## config.mk

```make
export PLATFORM = sky130hd
export DESIGN_NAME = agc_ram_arbiter
export DESIGN_NICKNAME = d
export VERILOG_FILES = /design/src/rtl/agc_ram_arbiter.sv
export SDC_FILE = /design/constraint.sdc
export NUM_CORES = 1
export LEC_CHECK = 0
export BUFFER_PORTS_ARGS = -buffer_cell sky130_fd_sc_hd__buf_2
export CELL_PAD_IN_SITES_DETAIL_PLACEMENT = 1
export CELL_PAD_IN_SITES_GLOBAL_PLACEMENT = 2
export CORE_ASPECT_RATIO = 2
export CORE_UTILIZATION = 14
export DETAILED_ROUTE_END_ITERATION = 6
export GPL_TIMING_DRIVEN = 0
export PLACE_DENSITY = 0.95
export SLEW_MARGIN = 10
export SYNTH_ARGS = -nofsm -noshare
export SYNTH_HDL_FRONTEND = slang
export SYNTH_SLANG_ARGS = --single-unit
```

## constraint.sdc

```tcl
create_clock -name clock -period 2.5 [get_ports clock]
set_input_delay 0 -clock clock [delete_from_list [all_inputs] [get_ports clock]]
set_output_delay 0 -clock clock [all_outputs]
set_load 0.005 [all_outputs]
```

## src/rtl/agc_ram_arbiter.sv

```systemverilog
// -----------------------------------------------------------------------------
// agc_ram_arbiter
//
// Shares the single agc_ram between the AGC Core and a debug/loader port.
// The Core owns the RAM by default. The debug port is served in cycles where
// the Core makes no RAM request or is halted. If the debug port has waited
// MAX_WAIT cycles, the arbiter steals one cycle by asserting stall to the Core.
//
// Ports
//   clock, reset          rising-edge clock, asynchronous active-high reset
//   core_rd_en/_rd_addr   Core read request and address
//   core_wr_en/_wr_addr/
//   core_wr_data          Core write request, address and data
//   core_halt             Core halted; the RAM is free for debug
//   core_rdata            Core read data (RAM output, 1 cycle after request)
//   stall                 registered; the Core must hold its request
//   dbg_valid/_we/_addr/
//   dbg_wdata             debug request
//   dbg_ready             combinational grant to the debug port
//   dbg_rvalid/_rdata     debug read response, 1 cycle after a granted read
//   ram_*                 agc_ram interface (1-cycle registered read)
//   arb_state             current arbiter state, for observation
//
// Debug handshake: dbg_valid is raised with a stable request and held until
// dbg_ready. A transfer happens in every cycle where dbg_valid && dbg_ready.
// dbg_ready may depend combinationally on dbg_valid and the Core request.
// -----------------------------------------------------------------------------
module agc_ram_arbiter #(
  parameter int ADDR_W   = 15,
  parameter int DATA_W   = 15,
  parameter int MAX_WAIT = 8
) (
  input  logic              clock,
  input  logic              reset,
  input  logic              core_rd_en,
  input  logic [ADDR_W-1:0] core_rd_addr,
  input  logic              core_wr_en,
  input  logic [ADDR_W-1:0] core_wr_addr,
  input  logic [DATA_W-1:0] core_wr_data,
  input  logic              core_halt,
  output logic [DATA_W-1:0] core_rdata,
  output logic              stall,
  input  logic              dbg_valid,
  input  logic              dbg_we,
  input  logic [ADDR_W-1:0] dbg_addr,
  input  logic [DATA_W-1:0] dbg_wdata,
  output logic              dbg_ready,
  output logic              dbg_rvalid,
  output logic [DATA_W-1:0] dbg_rdata,
  output logic [ADDR_W-1:0] ram_rdaddress,
  output logic [ADDR_W-1:0] ram_wraddress,
  output logic [DATA_W-1:0] ram_data,
  output logic              ram_wren,
  input  logic [DATA_W-1:0] ram_q,
  output logic              arb_state
);

  typedef enum logic {
    OWN_CORE = 1'b0,
    STEAL    = 1'b1
  } state_t;

  localparam int CNT_W = (MAX_WAIT > 2) ? $clog2(MAX_WAIT) : 1;
  localparam logic [CNT_W-1:0] WAIT_LAST = CNT_W'(MAX_WAIT - 1);

  state_t           state_q, state_d;
  logic [CNT_W-1:0] wait_cnt_q, wait_cnt_d;
  logic             dbg_rvalid_q, dbg_rvalid_d;
  logic             grant;

  // Debug wins in a stolen cycle, while the Core is halted, or whenever the
  // Core makes no RAM request at all.
  assign grant = dbg_valid &
                 ((state_q == STEAL) | core_halt | (~core_rd_en & ~core_wr_en));

  // Next state, wait counter and read-valid.
  always_comb begin
    state_d      = state_q;
    wait_cnt_d   = '0;
    dbg_rvalid_d = grant & ~dbg_we;

    if (dbg_valid && !grant) begin
      if (wait_cnt_q != WAIT_LAST) begin
        wait_cnt_d = wait_cnt_q + 1'b1;
      end else begin
        wait_cnt_d = wait_cnt_q;
      end
    end

    case (state_q)
      OWN_CORE: begin
        if (dbg_valid && !grant && (wait_cnt_q == WAIT_LAST)) begin
          state_d = STEAL;
        end
      end
      STEAL: begin
        // One cycle only; the counter restarts so the Core always gets
        // at least MAX_WAIT-1 cycles before the next steal.
        state_d = OWN_CORE;
      end
      default: state_d = OWN_CORE;
    endcase
  end

  always_ff @(posedge clock or posedge reset) begin
    if (reset) begin
      state_q      <= OWN_CORE;
      wait_cnt_q   <= '0;
      dbg_rvalid_q <= 1'b0;
    end else begin
      state_q      <= state_d;
      wait_cnt_q   <= wait_cnt_d;
      dbg_rvalid_q <= dbg_rvalid_d;
    end
  end

  // RAM mux. In a stolen cycle the Core's enables are ignored, so a dropped
  // debug request leaves the slot empty rather than letting a Core write in.
  always_comb begin
    ram_rdaddress = core_rd_addr;
    ram_wraddress = core_wr_addr;
    ram_data      = core_wr_data;
    ram_wren      = core_wr_en & (state_q != STEAL);
    if (grant) begin
      ram_rdaddress = dbg_addr;
      ram_wraddress = dbg_addr;
      ram_data      = dbg_wdata;
      ram_wren      = dbg_we;
    end
  end

  // The RAM read is registered, so data requested in cycle N is valid in N+1
  // for whoever asked, regardless of who owns the RAM in N+1.
  assign core_rdata = ram_q;
  assign dbg_rdata  = ram_q;
  assign dbg_rvalid = dbg_rvalid_q;
  assign dbg_ready  = grant;
  assign stall      = (state_q == STEAL);
  assign arb_state  = state_q;

endmodule
```

==> impl_results.md <==
- Htree depth: 1
- Hold Vio Cnt, Final: 0
- RSZ-0062 raised after global routing: false
- Syn_nets: 203
- Seq cells post-synth: 5
- Synth top area share: 28.0%
- Setup violators final: 0
- Initial DRC Count: 4
- Worst-path clk slew: 30 ps
- PortBufs: 161
- Longest Clk Path Bufs: 2
- Clock Latency Late Sink: 230 ps
- Cell taking the most area after synthesis: mux2_2
- First-pass GRT wire length: 6.02 mm
- TritonCTS buffer count: 3
- Max_slew headroom: 81.9%
- Initial antenna violation count: 0
- HPWL Detailed: 4.10 mm
- Max IR drop VDD: 0.000165 V
- Max-slew violations: 0
- Sequential share of the synthesized area: 11.1%
- Vias after detailed routing: 1422
- Layout cells sized above 1: 91.5%
- Initial Util: 14.3%
- CTS tree: done
- N_diodes: 0
- Synth Area per Inst: 10.8 sq um
- Final wirelength: 4.44 mm
- Max Clock Skew: 0.730 ps
- Setup WS post-layout: 685 ps
- Vias per cell: 3.87
- Min-delay worst type: input port to register
- Delay of the slowest critical-path stage: 430 ps
- Setup crit start kind: register
- Routed Antenna Nets: 0
- Crit-path leading delay family: buffers and inverters
- CP startpoint: arb_state$_DFF_PP0_
- Worst path required time: 2500 ps
- Launching point of the worst reg2reg path: arb_state$_DFF_PP0_
- Layout area overhead: 90.9%
- Synth Instances: 104
- GPL Wtd Cong: 0.663
- Post-route clock period utilization: 72.6%
- Pin count of the biggest net entering global routing: 11
- Max Freq: 551 MHz
- RR Endpoint: dbg_rvalid$_DFF_PP0_
- Clk sinks: 5
- Post-layout util: 27.3%
- GRT Total Usage: 9.54%
- Yosys cell types: 15
- IO Pins: 177
- Mapped Area: 1130 sq um
- Internal reg-to-reg setup slack: 1200 ps
- Setup CP Type: register to primary output
- Most frequent cells in the layout: 161 x buf_2, 33 x buf_4, 28 x mux2_2, 18 x mux2_4
- Post-CTS Resized: 0
- Site Rows: 46
- Die ar.: 8440 sq um
- Power Density: 322 nW/um^2
- Number of cells on the critical path: 5
- Die height: 129 um
- Post-route cell area: 2150 sq um
- Crit Path Max Fanout: 10
- Critical path, cell by cell: o31ai_4, buf_6, buf_8, mux2_4, buf_2
- Max cap viols: 0
- Residual DRC: 0
- Leak pwr: 0.00127 uW
- Root Buffer: clkbuf_16
- Crit path capture: ram_wraddress[9]
- Core outline area: 7890 sq um
- Final nets: 371
- CP max stage cell: dfrtp_1
- Horiz. Die Dim: 65.5 um
- GRT Residual Overflow: 0
- Post-DR wirelength/cell: 12.1 um
- Reg2Reg Depth: 4
- Critical path arrival: 1820 ps
- Status: complete, no violations
- Buf/Inv on CP: 3
- CP Capture Type: primary output
- Number of global-route vias before repair: 1420
- Drt first pass iters: 3
- Ranking of synthesized cells by area: mux2_2 28%, mux2_4 24%, buf_4 22%, dfrtp_1 11%, buf_8 2.7%
- Commonest non-fill, non-tap cell in the layout: buf_2
- Final Critical Period: 1820 ps
- Setup TNS: 0 ps
- Warning count from the yosys run: 0
- Pre-CTS WS: 899 ps
- Slew of the pin with the lowest slew margin: 272 ps
- Placed instance area: 2050 sq um
- Fillers: 994
==> state kept, by name, indices dropped and copies added, names as in the netlist <==
name        count
dbg_rvalid      1
wait_cnt_q      3
arb_state       1
==> layout make-up <==
cell class / instances / area, sq um / share of cell area, %
Multi-Input combinational cell: 60 / 702 / 32.6
Inverter: 3 / 11.3 / 0.523
Buffer: 36 / 289 / 13.4
Tap cell: 96 / 120 / 5.58
Sequential cell: 5 / 125 / 5.81
Timing Repair Buffer: 163 / 826 / 38.4
Clock buffer: 4 / 78.8 / 3.66
==> per-layer routing <==
layer / vias to the layer above / routed length, um / global-route usage (%)
li1: 665 / - / -
met1: 636 / 1230 / 6.82
met4: 0 / 61 / 3.84
met3: 6 / 490 / 2.75
met5: - / 0 / 0
met2: 115 / 2650 / 20.9
==> tightest hold or removal path, delay by kind of cell <==
family,cells,cell delay [ps]
AND/OR/NAND/NOR,2,240
buffers and inverters,1,110
==> synth_stat cells <==
master / count
mux2_4: 18
xor2_1: 1
mux2_2: 28
or4b_1: 1
nor2_2: 1
nor2b_1: 1
mux2i_1: 2
buf_4: 33
buf_6: 1
ha_1: 2
inv_1: 3
o31ai_4: 1
buf_8: 2
dfrtp_1: 5
nor2_1: 5
==> per-stage QoR <==
| stage | instances | total power [uW] | hold slack, ps |
|---|---|---|---|
| final | 367 | 692 | 163 |
| after global routing | 367 | 736 | 170 |
| after CTS | 367 | 702 | 166 |
| after detailed placement | 361 | 426 | -74.4 |
| after global placement | 361 | 416 | -76.6 |
| after floorplan | 104 | 259 | -221 |
==> repair_timing <==
item | 4_1_cts | 5_1_grt
buffers inserted | 0 | 0
hold buffers | 2 | 0
endpoints found under the hold margin | 6 | 0
==> report_power, final <==
| group | internal [uW] | switching (uW) | total, uW |
|---|---|---|---|
| Combinational | 220 | 117 | 337 |
| Clock | 212 | 58.9 | 271 |
| Sequential | 83.5 | 0.959 | 84.5 |
==> worst min path at each step <==
stage	from	endpoint	slack, ps	cells after the start
floorplan	reset	arb_state$_DFF_PP0_	-220	1
global placement	reset	dbg_rvalid$_DFF_PP0_	-80	2
detailed placement	reset	dbg_rvalid$_DFF_PP0_	-70	2
CTS	ram_q[11]	core_rdata[11]	170	2
global route	ram_q[4]	dbg_rdata[4]	170	2
finish	core_halt	arb_state$_DFF_PP0_	160	3
==> kinds of logic (layout without fill, tap and decap cells) <==
logic type / Yosys count / after routing / synth area share (%)
buffers and inverters: 39 / 206 / 26.6
AO/OA/AOI/OAI: 1 / 1 / 1.89
AND/OR/NAND/NOR: 8 / 8 / 3.66
XOR/XNOR: 1 / 1 / 0.777
flip-flops: 5 / 5 / 11.1
multiplexers: 48 / 48 / 53.7
adder cells (fa/ha/maj): 2 / 2 / 2.22
Power figures use the tool's default switching activity.
